`src/rtl/arp_pkg.sv`:
```
// Shared ARP definitions: protocol constants, header byte offsets and the
// requester FSM state type, used by the ARP requester and responder.
package arp_pkg;

  localparam logic [15:0] ETHERTYPE_ARP = 16'h0806;
  localparam logic [15:0] OPER_REQUEST  = 16'h0001;
  localparam logic [15:0] OPER_REPLY    = 16'h0002;
  localparam logic [47:0] BROADCAST_MAC = 48'hFFFF_FFFF_FFFF;
  localparam logic [15:0] HTYPE_ETH     = 16'h0001;
  localparam logic [15:0] PTYPE_IPV4    = 16'h0800;
  localparam logic [7:0]  HLEN_ETH      = 8'd6;
  localparam logic [7:0]  PLEN_IPV4     = 8'd4;

  localparam int OFF_DST_MAC = 0;
  localparam int OFF_SRC_MAC = 6;
  localparam int OFF_TYPE    = 12;
  localparam int OFF_HTYPE   = 14;
  localparam int OFF_PTYPE   = 16;
  localparam int OFF_HLEN    = 18;
  localparam int OFF_PLEN    = 19;
  localparam int OFF_OPER    = 20;
  localparam int OFF_SHA     = 22;
  localparam int OFF_SPA     = 28;
  localparam int OFF_THA     = 32;
  localparam int OFF_TPA     = 38;

  localparam int ARP_HDR_BYTES   = 42;
  localparam int ARP_FRAME_BYTES = 60;

  typedef enum logic [1:0] {IDLE, SEND, WAIT, DONE} arp_state_t;

  // LSB position of an n-byte field at byte offset off in a byte-reversed
  // vector (frame byte 0 in the top byte), so fields read out in network order.
  function automatic int be_lsb(input int dw, input int off, input int nbytes);
    return dw - 8 * (off + nbytes);
  endfunction

endpackage

```
`src/rtl/arp_request_if.sv`:
```
// AXI-Stream bundle used for the ARP requester's egress and snooped ingress ports.
interface arp_request_if #(
  parameter int DATA_WIDTH = 512,
  parameter int USER_WIDTH = 256
);
  logic [DATA_WIDTH-1:0]   tdata;
  logic [DATA_WIDTH/8-1:0] tkeep;
  logic [USER_WIDTH-1:0]   tuser;
  logic                    tvalid;
  logic                    tready;
  logic                    tlast;

  modport master (output tdata, tkeep, tuser, tvalid, tlast, input tready);
  modport slave  (input tdata, tkeep, tuser, tvalid, tlast, output tready);
endinterface

```
`src/rtl/arp_hdr_parser.sv`:
```
// Combinational Ethernet/ARP header field extraction from a single AXIS beat,
// shared by the ARP requester and responder.
module arp_hdr_parser
  import arp_pkg::*;
#(
  parameter int DATA_WIDTH = 512
) (
  input  logic [DATA_WIDTH-1:0] tdata,
  output logic [47:0]           dst_mac,
  output logic [47:0]           src_mac,
  output logic [15:0]           eth_type,
  output logic [15:0]           oper,
  output logic [47:0]           sha,
  output logic [31:0]           spa,
  output logic [47:0]           tha,
  output logic [31:0]           tpa
);
  localparam int NBYTES = DATA_WIDTH / 8;

  logic [DATA_WIDTH-1:0] be;
  logic                  unused_bits;

  // Byte 0 of the frame ends up in the top byte, so each field is a plain slice.
  for (genvar gi = 0; gi < NBYTES; gi++) begin : g_byte_swap
    assign be[8*(NBYTES-1-gi) +: 8] = tdata[8*gi +: 8];
  end

  assign dst_mac  = be[be_lsb(DATA_WIDTH, OFF_DST_MAC, 6) +: 48];
  assign src_mac  = be[be_lsb(DATA_WIDTH, OFF_SRC_MAC, 6) +: 48];
  assign eth_type = be[be_lsb(DATA_WIDTH, OFF_TYPE, 2) +: 16];
  assign oper     = be[be_lsb(DATA_WIDTH, OFF_OPER, 2) +: 16];
  assign sha      = be[be_lsb(DATA_WIDTH, OFF_SHA, 6) +: 48];
  assign spa      = be[be_lsb(DATA_WIDTH, OFF_SPA, 4) +: 32];
  assign tha      = be[be_lsb(DATA_WIDTH, OFF_THA, 6) +: 48];
  assign tpa      = be[be_lsb(DATA_WIDTH, OFF_TPA, 4) +: 32];

  assign unused_bits = ^{be[be_lsb(DATA_WIDTH, OFF_HTYPE, 6) +: 48],
                         be[DATA_WIDTH-8*ARP_HDR_BYTES-1:0]};
endmodule

```
`src/rtl/arp_request.sv`:
```
// ARP initiator: broadcasts a request for a target IPv4 address, snoops the
// ingress stream for the matching reply and returns the MAC, retrying on timeout.
module arp_request
  import arp_pkg::*;
#(
  parameter int          AXIS_DATA_WIDTH  = 512,
  parameter int          AXIS_TUSER_WIDTH = 256,
  parameter logic [47:0] MAC_ADDR         = 48'hDA_02_03_04_05_00,
  parameter logic [31:0] IP_ADDR          = 32'hC0_A8_01_0A,
  parameter int          TIMEOUT_CYCLES   = 1_000_000,
  parameter int          MAX_RETRIES      = 3,
  parameter logic [7:0]  SRC_PORT         = 8'h01,
  parameter logic [7:0]  DST_PORT         = 8'h01
) (
  input  logic          axis_aclk,
  input  logic          axis_reset,
  input  logic          req_valid,
  output logic          req_ready,
  input  logic [31:0]   req_ip,
  output logic          resp_valid,
  input  logic          resp_ready,
  output logic [31:0]   resp_ip,
  output logic [47:0]   resp_mac,
  output logic          resp_timeout,
  arp_request_if.master m_axis,
  arp_request_if.slave  s_axis
);
  localparam int KEEP_WIDTH  = AXIS_DATA_WIDTH / 8;
  localparam int TIMER_WIDTH = $clog2(TIMEOUT_CYCLES + 1);
  localparam int RETRY_WIDTH = $clog2(MAX_RETRIES + 2);
  localparam logic [TIMER_WIDTH-1:0] TIMER_LAST  = TIMER_WIDTH'(TIMEOUT_CYCLES - 1);
  localparam logic [RETRY_WIDTH-1:0] RETRY_LIMIT = RETRY_WIDTH'(MAX_RETRIES);
  localparam logic [KEEP_WIDTH-1:0]  FRAME_KEEP  = KEEP_WIDTH'({ARP_FRAME_BYTES{1'b1}});
  localparam logic [AXIS_TUSER_WIDTH-1:0] FRAME_USER =
    AXIS_TUSER_WIDTH'({DST_PORT, SRC_PORT, 16'(ARP_FRAME_BYTES)});

  arp_state_t                  state_reg;
  logic [31:0]                 req_ip_reg;
  logic [TIMER_WIDTH-1:0]      timer_reg;
  logic [RETRY_WIDTH-1:0]      retry_reg;
  logic                        sop_reg;
  logic                        req_ready_reg, resp_valid_reg, resp_timeout_reg;
  logic [31:0]                 resp_ip_reg;
  logic [47:0]                 resp_mac_reg;
  logic [AXIS_DATA_WIDTH-1:0]  tdata_reg;
  logic [KEEP_WIDTH-1:0]       tkeep_reg;
  logic [AXIS_TUSER_WIDTH-1:0] tuser_reg;
  logic                        tvalid_reg, tlast_reg;

  logic [AXIS_DATA_WIDTH-1:0]  frame_be, frame_tdata;
  logic [47:0]                 rx_dst_mac, rx_src_mac, rx_sha, rx_tha;
  logic [15:0]                 rx_type, rx_oper;
  logic [31:0]                 rx_spa, rx_tpa;
  logic                        reply_match;
  logic                        unused_ok;

  always_comb begin
    frame_be = '0;
    frame_be[be_lsb(AXIS_DATA_WIDTH, OFF_DST_MAC, 6) +: 48] = BROADCAST_MAC;
    frame_be[be_lsb(AXIS_DATA_WIDTH, OFF_SRC_MAC, 6) +: 48] = MAC_ADDR;
    frame_be[be_lsb(AXIS_DATA_WIDTH, OFF_TYPE, 2) +: 16]    = ETHERTYPE_ARP;
    frame_be[be_lsb(AXIS_DATA_WIDTH, OFF_HTYPE, 2) +: 16]   = HTYPE_ETH;
    frame_be[be_lsb(AXIS_DATA_WIDTH, OFF_PTYPE, 2) +: 16]   = PTYPE_IPV4;
    frame_be[be_lsb(AXIS_DATA_WIDTH, OFF_HLEN, 1) +: 8]     = HLEN_ETH;
    frame_be[be_lsb(AXIS_DATA_WIDTH, OFF_PLEN, 1) +: 8]     = PLEN_IPV4;
    frame_be[be_lsb(AXIS_DATA_WIDTH, OFF_OPER, 2) +: 16]    = OPER_REQUEST;
    frame_be[be_lsb(AXIS_DATA_WIDTH, OFF_SHA, 6) +: 48]     = MAC_ADDR;
    frame_be[be_lsb(AXIS_DATA_WIDTH, OFF_SPA, 4) +: 32]     = IP_ADDR;
    frame_be[be_lsb(AXIS_DATA_WIDTH, OFF_TPA, 4) +: 32]     = req_ip;
  end

  for (genvar gi = 0; gi < KEEP_WIDTH; gi++) begin : g_frame_swap
    assign frame_tdata[8*gi +: 8] = frame_be[8*(KEEP_WIDTH-1-gi) +: 8];
  end

  arp_hdr_parser #(.DATA_WIDTH(AXIS_DATA_WIDTH)) u_parser (
    .tdata    (s_axis.tdata),
    .dst_mac  (rx_dst_mac),
    .src_mac  (rx_src_mac),
    .eth_type (rx_type),
    .oper     (rx_oper),
    .sha      (rx_sha),
    .spa      (rx_spa),
    .tha      (rx_tha),
    .tpa      (rx_tpa)
  );

  assign reply_match = (state_reg == WAIT) && s_axis.tvalid && sop_reg &&
                       (rx_type == ETHERTYPE_ARP) && (rx_oper == OPER_REPLY) &&
                       (rx_dst_mac == MAC_ADDR) && (rx_tpa == IP_ADDR) &&
                       (rx_spa == req_ip_reg);

  assign unused_ok = ^{rx_src_mac, rx_tha, s_axis.tkeep, s_axis.tuser};

  always_ff @(posedge axis_aclk or posedge axis_reset) begin
    if (axis_reset) begin
      state_reg        <= IDLE;
      req_ip_reg       <= '0;
      timer_reg        <= '0;
      retry_reg        <= '0;
      sop_reg          <= 1'b1;
      req_ready_reg    <= 1'b1;
      resp_valid_reg   <= 1'b0;
      resp_timeout_reg <= 1'b0;
      resp_ip_reg      <= '0;
      resp_mac_reg     <= '0;
      tdata_reg        <= '0;
      tkeep_reg        <= '0;
      tuser_reg        <= '0;
      tvalid_reg       <= 1'b0;
      tlast_reg        <= 1'b0;
    end else begin
      if (s_axis.tvalid) sop_reg <= s_axis.tlast;
      case (state_reg)
        IDLE: if (req_valid) begin
          req_ip_reg    <= req_ip;
          retry_reg     <= '0;
          req_ready_reg <= 1'b0;
          tdata_reg     <= frame_tdata;
          tkeep_reg     <= FRAME_KEEP;
          tuser_reg     <= FRAME_USER;
          tlast_reg     <= 1'b1;
          tvalid_reg    <= 1'b1;
          state_reg     <= SEND;
        end
        SEND: if (m_axis.tready) begin
          tvalid_reg <= 1'b0;
          timer_reg  <= '0;
          state_reg  <= WAIT;
        end
        WAIT: begin
          // A reply landing on the expiry cycle still wins over the timeout.
          if (reply_match) begin
            resp_mac_reg     <= rx_sha;
            resp_timeout_reg <= 1'b0;
            resp_ip_reg      <= req_ip_reg;
            resp_valid_reg   <= 1'b1;
            state_reg        <= DONE;
          end else if (timer_reg == TIMER_LAST) begin
            if (retry_reg < RETRY_LIMIT) begin
              retry_reg  <= retry_reg + 1'b1;
              tvalid_reg <= 1'b1;
              state_reg  <= SEND;
            end else begin
              resp_mac_reg     <= '0;
              resp_timeout_reg <= 1'b1;
              resp_ip_reg      <= req_ip_reg;
              resp_valid_reg   <= 1'b1;
              state_reg        <= DONE;
            end
          end else begin
            timer_reg <= timer_reg + 1'b1;
          end
        end
        DONE: if (resp_ready) begin
          resp_valid_reg <= 1'b0;
          req_ready_reg  <= 1'b1;
          state_reg      <= IDLE;
        end
        default: state_reg <= IDLE;
      endcase
    end
  end

  assign req_ready     = req_ready_reg;
  assign resp_valid    = resp_valid_reg;
  assign resp_ip       = resp_ip_reg;
  assign resp_mac      = resp_mac_reg;
  assign resp_timeout  = resp_timeout_reg;
  assign m_axis.tdata  = tdata_reg;
  assign m_axis.tkeep  = tkeep_reg;
  assign m_axis.tuser  = tuser_reg;
  assign m_axis.tvalid = tvalid_reg;
  assign m_axis.tlast  = tlast_reg;
  assign s_axis.tready = 1'b1;
endmodule
```
`src/flat_wrapper.sv`:
```
// flat-port wrapper written by rule: the top's interface ports become plain ports
module arp_request_flat import arp_pkg::*;
#(
  parameter int          AXIS_DATA_WIDTH  = 512,
  parameter int          AXIS_TUSER_WIDTH = 256,
  parameter logic [47:0] MAC_ADDR         = 48'hDA_02_03_04_05_00,
  parameter logic [31:0] IP_ADDR          = 32'hC0_A8_01_0A,
  parameter int          TIMEOUT_CYCLES   = 1_000_000,
  parameter int          MAX_RETRIES      = 3,
  parameter logic [7:0]  SRC_PORT         = 8'h01,
  parameter logic [7:0]  DST_PORT         = 8'h01
)
  (axis_aclk, axis_reset, req_valid, req_ready, req_ip, resp_valid, resp_ready, resp_ip, resp_mac, resp_timeout, m_axis_tdata, m_axis_tkeep, m_axis_tuser, m_axis_tvalid, m_axis_tlast, m_axis_tready, s_axis_tdata, s_axis_tkeep, s_axis_tuser, s_axis_tvalid, s_axis_tlast, s_axis_tready);
  arp_request_if m_axis_i ();
  arp_request_if s_axis_i ();
  input  logic axis_aclk;
  input  logic axis_reset;
  input  logic req_valid;
  output logic req_ready;
  input  logic [31:0] req_ip;
  output logic resp_valid;
  input  logic resp_ready;
  output logic [31:0] resp_ip;
  output logic [47:0] resp_mac;
  output logic resp_timeout;
  output wire logic [$bits(m_axis_i.tdata)-1:0] m_axis_tdata;
  output wire logic [$bits(m_axis_i.tkeep)-1:0] m_axis_tkeep;
  output wire logic [$bits(m_axis_i.tuser)-1:0] m_axis_tuser;
  output wire logic [$bits(m_axis_i.tvalid)-1:0] m_axis_tvalid;
  output wire logic [$bits(m_axis_i.tlast)-1:0] m_axis_tlast;
  input wire logic [$bits(m_axis_i.tready)-1:0] m_axis_tready;
  input wire logic [$bits(s_axis_i.tdata)-1:0] s_axis_tdata;
  input wire logic [$bits(s_axis_i.tkeep)-1:0] s_axis_tkeep;
  input wire logic [$bits(s_axis_i.tuser)-1:0] s_axis_tuser;
  input wire logic [$bits(s_axis_i.tvalid)-1:0] s_axis_tvalid;
  input wire logic [$bits(s_axis_i.tlast)-1:0] s_axis_tlast;
  output wire logic [$bits(s_axis_i.tready)-1:0] s_axis_tready;
  assign m_axis_tdata = m_axis_i.tdata;
  assign m_axis_tkeep = m_axis_i.tkeep;
  assign m_axis_tuser = m_axis_i.tuser;
  assign m_axis_tvalid = m_axis_i.tvalid;
  assign m_axis_tlast = m_axis_i.tlast;
  assign m_axis_i.tready = m_axis_tready;
  assign s_axis_i.tdata = s_axis_tdata;
  assign s_axis_i.tkeep = s_axis_tkeep;
  assign s_axis_i.tuser = s_axis_tuser;
  assign s_axis_i.tvalid = s_axis_tvalid;
  assign s_axis_i.tlast = s_axis_tlast;
  assign s_axis_tready = s_axis_i.tready;
  arp_request #(.AXIS_DATA_WIDTH(AXIS_DATA_WIDTH), .AXIS_TUSER_WIDTH(AXIS_TUSER_WIDTH), .MAC_ADDR(MAC_ADDR), .IP_ADDR(IP_ADDR), .TIMEOUT_CYCLES(TIMEOUT_CYCLES), .MAX_RETRIES(MAX_RETRIES), .SRC_PORT(SRC_PORT), .DST_PORT(DST_PORT)) u_core (.axis_aclk(axis_aclk), .axis_reset(axis_reset), .req_valid(req_valid), .req_ready(req_ready), .req_ip(req_ip), .resp_valid(resp_valid), .resp_ready(resp_ready), .resp_ip(resp_ip), .resp_mac(resp_mac), .resp_timeout(resp_timeout), .m_axis(m_axis_i), .s_axis(s_axis_i));
endmodule
```
`config.mk`:
```
export PLATFORM = sky130hd
export DESIGN_NAME = arp_request_flat
export DESIGN_NICKNAME = d
export VERILOG_FILES = /design/src/rtl/arp_pkg.sv /design/src/rtl/arp_request_if.sv /design/src/rtl/arp_hdr_parser.sv /design/src/rtl/arp_request.sv /design/src/flat_wrapper.sv
export SDC_FILE = /design/constraint.sdc
export NUM_CORES = 1
export LEC_CHECK = 0
export ABC_AREA = 1
export BUFFER_PORTS_ARGS = -buffer_cell sky130_fd_sc_hd__buf_4
export CORE_AREA = 2 2 707 709
export DETAILED_ROUTE_END_ITERATION = 8
export DIE_AREA = 0 0 709 711
export HOLD_SLACK_MARGIN = 0.06
export PLACE_DENSITY = 0.3
export SETUP_SLACK_MARGIN = 0.4
export SLEW_MARGIN = 20
export SYNTH_ARGS = -nofsm -noshare
export SYNTH_HDL_FRONTEND = slang
export SYNTH_SLANG_ARGS = --single-unit
```
`constraint.sdc`:
```
create_clock -name axis_aclk -period 4.5 [get_ports axis_aclk]
set_input_delay 0.9 -clock axis_aclk [delete_from_list [all_inputs] [get_ports axis_aclk]]
set_output_delay 0.9 -clock axis_aclk [all_outputs]
set_load 0.03 [all_outputs]
```
; ---- Yosys cells after proc, flatten, opt, wreduce, memory -nomap -nowiden
; Index checks and enable logic that the tools add are counted.
[classes]
n_addsub = 2
n_reduce_logical = 22
muxes = 37
eq_ne = 19
magnitude_cmp = 1
[ops]
columns = cell, count
row1 = $mux W48, 3
row2 = $mux W32, 3
row3 = $mux W20, 3
row4 = $eq A48 B48 Y1 const B, 1
row5 = $pmux W20 S2, 1
row6 = $eq A32 B32 Y1, 1
row7 = $eq A32 B32 Y1 const B, 1
row8 = $add A20 B1 Y20 const B, 1
row9 = $eq A20 B20 Y1 const B, 1
row10 = $eq A16 B12 Y1 const B, 1
row11 = $eq A16 B2 Y1 const B, 1
row12 = $ne A2 B2 Y1 const B, 7
row13 = $mux W1, 12
row14 = $mux W2, 6
row15 = $mux W3, 4
row16 = $reduce_and A4 Y1, 3
row17 = $reduce_bool A2 Y1, 5
row18 = $pmux W2 S4, 1
row19 = $logic_and A1 B1 Y1, 7
row20 = $ne A3 B2 Y1 const B, 2
row21 = $pmux W3 S2, 1
row22 = $reduce_and A3 Y1, 2
row23 = $reduce_and A6 Y1, 1
row24 = $reduce_and A5 Y1, 1
row25 = 10 further kinds, 12
[word_totals]
register_bits = 264
output_inout_bits = 918

; ---- Depth between registers and ports, before layout
; Gate-level depths: netlist of the first run.
[logic_depth]
ltp_word = 10
depth_mapped = 14
depth_no_buf = 13

; ---- Modules after synthesis
; Synthesis of the first run repeated with hierarchy kept, for this count alone.
[hier_totals]
cells_unflattened = 2202
hier_area_um2 = 15827.7
[modules_own_cells]
columns = module, cells_per_inst, area_each_um2, instances
row1 = arp_request, 1914, 13665.6, 1
row2 = arp_hdr_parser, 288, 2162.1, 1

; ---- Worst setup path after synthesis of the first run
; No wires, ideal clock.
[synth_timing]
path_type = reg2out
startpoint = register, netlist name u_core.m_axis.tdata[251]
endpoint = output port m_axis_tdata[0]
t_required_ps = 3600
n_path_buf = 1
stages_incl_launch_ff = 2
arrival_ps = 3254
path_slack_ps = 346
path_cell_list = dfrtp_1 > buf_4
[synth_rtl]
columns = element, line_no
row1 = end: declaration, flat_wrapper.sv:26  ; output wire logic [$bits(m_axis_i.tdata)-1:0] m_axis_tdata;

==> flow_summary.toml, run 1 <==
[grt]
grt_pass1_wl_mm = 97.3
track_usage_pct = 2.98
grt_pass1_vias = 9908
antenna_found_initial = 32
grt_max_degree = 75
grt_overflow = 0

[sta]
hold_viol_final = 0
finalCritPeriodShare_pct = 67.5
relSlewSlack_pct = 46.5
finalSetupViolations = 0
max_freq_mhz = 329
setup_slack_ns = 1.46
fin_crit_ns = 3.04
rsz0062_at_grt = "false"
maxSlewViolCount = 0
tightestPinTransition_ns = 0.802
holdWs_ns = 0.373
fin_setup_tns_ns = 0
clock_skew_ns = 0.0452

[die]
num_rows = 259
die-area_um2 = 504000
io_pins = 1789
dieWidth_um = 709
fp.dieH_um = 711
core-area_um2 = 496000
initial_core_util_pct = 2.81

[finish]
area_growth_syn_to_layout_pct = 67.9
instances_no_fill = 9025
layout_commonest_cell = "conb_1"
most-common-layout-cells = "conb_1 (648), buf_4 (529), nand2_1 (473)"
largest_register_ffs = 48
drive_above_1_share_pct = 25.1
final_nets = 3229

[synth]
postSynthAreaPerCell_um2 = 7.03
ys_warn_count = 0
syn_area_um2 = 13900
synth_area_leaders = "buf_4 (43%), dfrtp_1 (25%), nand2_1 (13%)"
syn_inst = 1984
synth_top_area_share_pct = 43.5
ys_seq_area_share_pct = 25.7
ys_types = 32
synth_top_cell_by_area = "buf_4"
ys_ff_latch = 143

[placement]
dpl.hpwl_mm = 67.0
dp_cells = 8984
gp_congestion = 0.701
preCtsSetupSlack_ns = 0.864
port-buffer-count = 500

[clocking]
postCtsSetupRepairBufs = 0
insertion_delay_ns = 0.57
cts.sinks = 143
clockBufferDepth = 3
cts-hold-fix-buffers = 0
post_cts_resized = 0
htree_num_levels = 4
cts_made_buffers = 25
root_buffer = "clkbuf_16"
clkTransAtPathRegs_ns = 0.08
cts_tree = "done"

[worst_setup_path]
cp-end-kind = "output pin"
start_kind = "flop"
cp.arrival_ns = 2.14
worstSetupPathType = "flop to output pin"
cp_max_fo = 52
worstPathRequired_ns = 3.60

[detailed_routing]
wl_mm = 78.2
drtPass1Iterations = 5
dr_wl_met3_mm = 5.46
routedWlPerCell_um = 8.67
m1WireLength_mm = 32.1
postRouteAntennaNets = 0
vias_per_cell = 1.21
highest_layer = "met5"
initialDrtViolationCount = 455
drcViolationCount = 0
wl_met2_mm = 38.6
vias = 10900

[run_status]
status = "finished, final reports clean"

[min_path]
hp-class = "input pin to async pin"

[pwr]
finalPower_mw = 6.53
leakagePower_nw = 9.29
power.density_nw_per_um2 = 279
ir_drop_uv = 322

[flow_run]
max_cap_violations = 0
cells in the mapped netlist:
cell	number
nand2_1	474
buf_4	808
xor2_1	10
nor3_4	1
buf_2	8
ha_1	2
or2_2	9
o21ai_1	1
a21oi_1	2
xnor2_1	5
buf_1	9
o22ai_1	1
and2_0	1
nor2_4	1
nor3_1	7
nand4_1	12
inv_2	3
clkbuf_1	11
conb_1	2
buf_6	2
nand2_2	1
nor3b_1	2
nor2_1	208
inv_1	105
nand3_1	106
a211o_1	1
o211ai_1	1
dfstp_2	2
nor2_2	1
dfrtp_1	141
o21ai_0	46
nand3b_1	1
layer usage:
metal | GRT usage, % | up-vias
met5 | 0 | -
met4 | 1.02 | 6
met1 | 3.53 | 4913
li1 | - | 5346
met3 | 0.876 | 79
met2 | 5.09 | 557
critical path: stages (launching register included):
cell and delay (ns):
dfrtp_4 0.87, buf_4 0.42, buf_4 0.22
report_power, final:
part / total (mW) / internal, mW / switching, mW
Sequential: 1.79 / 1.46 / 0.329
Combinational: 2.74 / 0.626 / 2.11
Clock: 2.00 / 1.15 / 0.850
Total: 6.53 / 3.24 / 3.29
worst paths after layout:
check,from,endpoint,slack (ns),cells past startpoint
hold / removal,axis_reset,u_core.resp_mac[36],0.37,3
hold reg to reg,u_core.req_ready,u_core.req_ready,0.46,2
max in group asynchronous,axis_reset,u_core.req_ip_reg[16],3.37,3
min in group axis_aclk,u_core.req_ready,u_core.req_ready,0.46,2
setup / recovery,u_core.m_axis.tdata[251],m_axis_tdata[2],1.46,2
setup reg to reg,u_core.sop_reg,u_core.resp_ip[11],1.67,15
cells by family (layout without fill, tap and decap cells):
logic type                 Yosys count  in the layout  synth area share, %
and+or+nand+nor                    824            824                 23.8
DFF                                143            143                 25.7
buffers and inverters              946            678                 47.4
other                                2            656               0.0538
xor gates and xnor gates            15             15                0.942
adders and majority gates            2              2                0.179
AOI/OAI and AO/OA                   52             52                 1.92
stage by stage:
step	cell area, µm²	utilization, %
final	23400	4.72
after global routing	23400	4.72
after CTS	23400	4.72
after detailed placement	22700	4.57
after global placement	22700	4.57
after floorplan	16400	-
cell type report:
type / instances / area [µm²]
Fill cell: 59000 / 473000
Clock buffer: 31 / 708
Antenna cell: 8 / 20.0
Sequential cell: 143 / 3580
Inverter: 108 / 409
Timing Repair Buffer: 537 / 4130
Clock inverter: 2 / 37.5
Multi-Input combinational cell: 1541 / 6200
Tap cell: 6655 / 8330
Power figures use the tool's default switching activity.
==> run 2: changes to the inputs <==
--- a/config.mk
+++ b/config.mk
@@ -5,11 +5,11 @@
 export SDC_FILE = /design/constraint.sdc
 export NUM_CORES = 1
 export LEC_CHECK = 0
-export ABC_AREA = 1
+export ABC_AREA = 0
 export BUFFER_PORTS_ARGS = -buffer_cell sky130_fd_sc_hd__buf_4
-export CORE_AREA = 2 2 707 709
+export CORE_AREA = 2 2 689 691
 export DETAILED_ROUTE_END_ITERATION = 8
-export DIE_AREA = 0 0 709 711
+export DIE_AREA = 0 0 691 693
 export HOLD_SLACK_MARGIN = 0.06
 export PLACE_DENSITY = 0.3
 export SETUP_SLACK_MARGIN = 0.4
==> constraint.sdc (replaced) <==
create_clock -name axis_aclk -period 2.6 [get_ports axis_aclk]
set_input_delay 0.52 -clock axis_aclk [delete_from_list [all_inputs] [get_ports axis_aclk]]
set_output_delay 0.52 -clock axis_aclk [all_outputs]
set_load 0.03 [all_outputs]
==> flow_summary.toml, run 2 <==
[run_status]
status = "complete, but fails checks"
violations = "negative setup slack"

[synth]
synth-main-ff-cell = "dfrtp_1"
synth_area_leaders = "buf_4 (47%), dfrtp_1 (28%), mux2_4 (3.4%)"
synth_top_area_share_pct = 46.9
synth-edff-count = 0
synth_top_cell_by_area = "buf_4"
syn_area_um2 = 12800
ys_types = 47
postSynthAreaPerCell_um2 = 8.99
async_reset_ff_share_pct = 100
ys_warn_count = 0
ys_ff_latch = 143
synth_most_common_cell = "buf_4"
syn_inst = 1426
ys_seq_area_share_pct = 27.9
yosys-top-cells-count = "buf_4 (801), dfrtp_1 (141), nand2_1 (116)"

[detailed_routing]
vias = 9142
drcViolationCount = 0
vias_per_cell = 1.12
routedWlPerCell_um = 8.03
postRouteAntennaNets = 0
initialDrtViolationCount = 244
drtPass1Iterations = 4
wl_mm = 65.7

[finish]
final-seq-area_um2 = 3590
largest_register_ffs = 48
most-common-layout-cells = "conb_1 (648), buf_4 (448), dfrtp_1 (132)"
drive_above_1_share_pct = 43.3
instances_no_fill = 8183
multi_input_area_um2 = 5750
fillCellCount = 55900
layout_commonest_cell = "conb_1"
final_nets = 2802
area_growth_syn_to_layout_pct = 92.5

[grt]
grt_overflow = 0
grt_max_degree = 63
antenna_found_initial = 32
grt_pass1_vias = 7997
track_usage_pct = 2.46
grt_pass1_wl_mm = 77.5

[sta]
setup_slack_ns = -0.140
max_freq_mhz = 365
finalCritPeriodShare_pct = 105
clock_skew_ns = 0.0354
finalSetupViolations = 107
fin_crit_ns = 2.74
relSlewSlack_pct = 66.9
rsz0062_at_grt = "true"
hold_viol_final = 0
tightestPinTransition_ns = 0.493
maxSlewViolCount = 0
holdWs_ns = 0.162

[clocking]
clockBufferDepth = 3
cts_made_buffers = 25
cts_tree = "done"
insertion_delay_ns = 0.56
clkTransAtPathRegs_ns = 0.08
cts.sinks = 143
root_buffer = "clkbuf_16"
htree_num_levels = 4

[worst_setup_path]
start_kind = "flop"
crit_cells = 12
cp_slowest_stage_delay_ns = 0.42
cp-end-kind = "flop"
crit_family = "simple AND/OR/NAND/NOR gates"
crit_chain = "xnor2_2 -> buf_4 -> nand4_1 -> buf_6 -> nor4_4 -> nor4b_4 -> buf_4 -> nand4_4 -> nand2_8 -> buf_12 -> buf_12 -> mux2_4"
worstSetupPathType = "flop to flop"
slowest_stage = "dfrtp_1"
worstPathRequired_ns = 3.03
cp_num_buf_inv = 5
cp.arrival_ns = 3.17
reg2reg_depth = 12
cp_max_fo = 8

[die]
die-area_um2 = 479000
dieWidth_um = 691
fp.dieH_um = 693
initial_core_util_pct = 2.71
core-area_um2 = 472000
num_rows = 253
io_pins = 1789

[placement]
port-buffer-count = 500
dpl.hpwl_mm = 53.4
gp_congestion = 0.660
dp_cells = 8103

[pwr]
power.density_nw_per_um2 = 434
ir_drop_uv = 325
leakagePower_nw = 9.60

[min_path]
min_path_cells = 3
hp-class = "input pin to flop"

[flow_run]
max_cap_violations = 0
## run 2: changes by cell type after synthesis, moves of 15 or more
cell | before | now
nand2_1 | 474 | 116
nor2_1 | 208 | 16
inv_1 | 105 | 5
nand3_1 | 106 | 66
mux2_2 | 0 | 37
o21ai_0 | 46 | 14
mux2_4 | 0 | 29
o31ai_1 | 0 | 22
nor4_1 | 0 | 20
xnor2_1 | 5 | 20
## run 2: repair_timing
item                                    CTS  global route
hold buffers                              1             0
setup buffers                             8             9
gates cloned                              9            19
endpoints found under the hold margin     9             0
endpoints found under the setup margin  262           262
resized for setup                       157           176
pin swaps                                 9            20
## run 2: final cells by class
| cell class | instances | share of cell area [%] |
|---|---|---|
| clock inverter | 5 | 0.112 |
| timing repair buffer | 666 | 27.6 |
| multi-input combinational | 1088 | 23.3 |
| sequential | 143 | 14.6 |
| tap | 6247 | 31.7 |
| antenna | 2 | 0.0203 |
| inverter | 5 | 0.0913 |
| clock buffer | 27 | 2.65 |
## run 2: per-stage QoR
stage / setup slack [ns] / TNS [ns] / total power [mW] / utilization [%] / area (µm²)
global placement: -1.11 / -110.75 / 7.64 / 4.63 / 21900
detailed placement: -1.08 / -106.58 / 7.61 / 4.63 / 21900
CTS: -0.330 / -27.90 / 11.1 / 4.97 / 23500
global route: -0.380 / -35.50 / 11.4 / 5.22 / 24700
floorplan: 0.0530 / 0 / 6.33 / - / 15400
finish: -0.140 / -9.59 / 10.7 / 5.22 / 24700
## run 2: cells by family after synthesis
group / after synthesis / synth area share, %
flops: 143 / 27.9
simple gates: 280 / 11.1
other cells: 2 / 0.0586
compound gates: 60 / 3.10
xor+xnor: 32 / 2.19
buf+inv: 841 / 48.8
mux: 66 / 6.65
fa+ha+maj: 2 / 0.195
## run 2: tightest hold or removal path: stages
cell	delay, ns
buf_4	0.08
nand2_1	0.04
nand2_1	0.05
## run 2: path summary, 6_finish.rpt
check	to	slack (ns)	startpoint
worst min-delay path	u_core.resp_mac[21]	0.16	s_axis_tdata[205]
worst max-delay path	u_core.resp_ip[16]	-0.14	u_core.m_axis.tdata[311]
worst min register to register	u_core.m_axis.tvalid	0.48	u_core.m_axis.tvalid
max in group asynchronous	u_core.resp_ip[6]	1.20	axis_reset
worst max register to register	u_core.resp_ip[16]	-0.14	u_core.m_axis.tdata[311]
min in group asynchronous	u_core.resp_mac[1]	0.49	axis_reset
## run 2: power by group
group,internal [mW],switching [mW]
clock,1.78,1.37
combinational,1.58,3.10
sequential,2.55,0.329
## run 2: metal layers
| layer | vias up | track usage, % | wire (µm) |
|---|---|---|---|
| met5 | - | 0 | 65 |
| met3 | 86 | 0.561 | 3760 |
| met4 | 10 | 0.955 | 1600 |
| met2 | 507 | 4.61 | 36100 |
| li1 | 4193 | - | - |
| met1 | 4346 | 2.66 | 24200 |
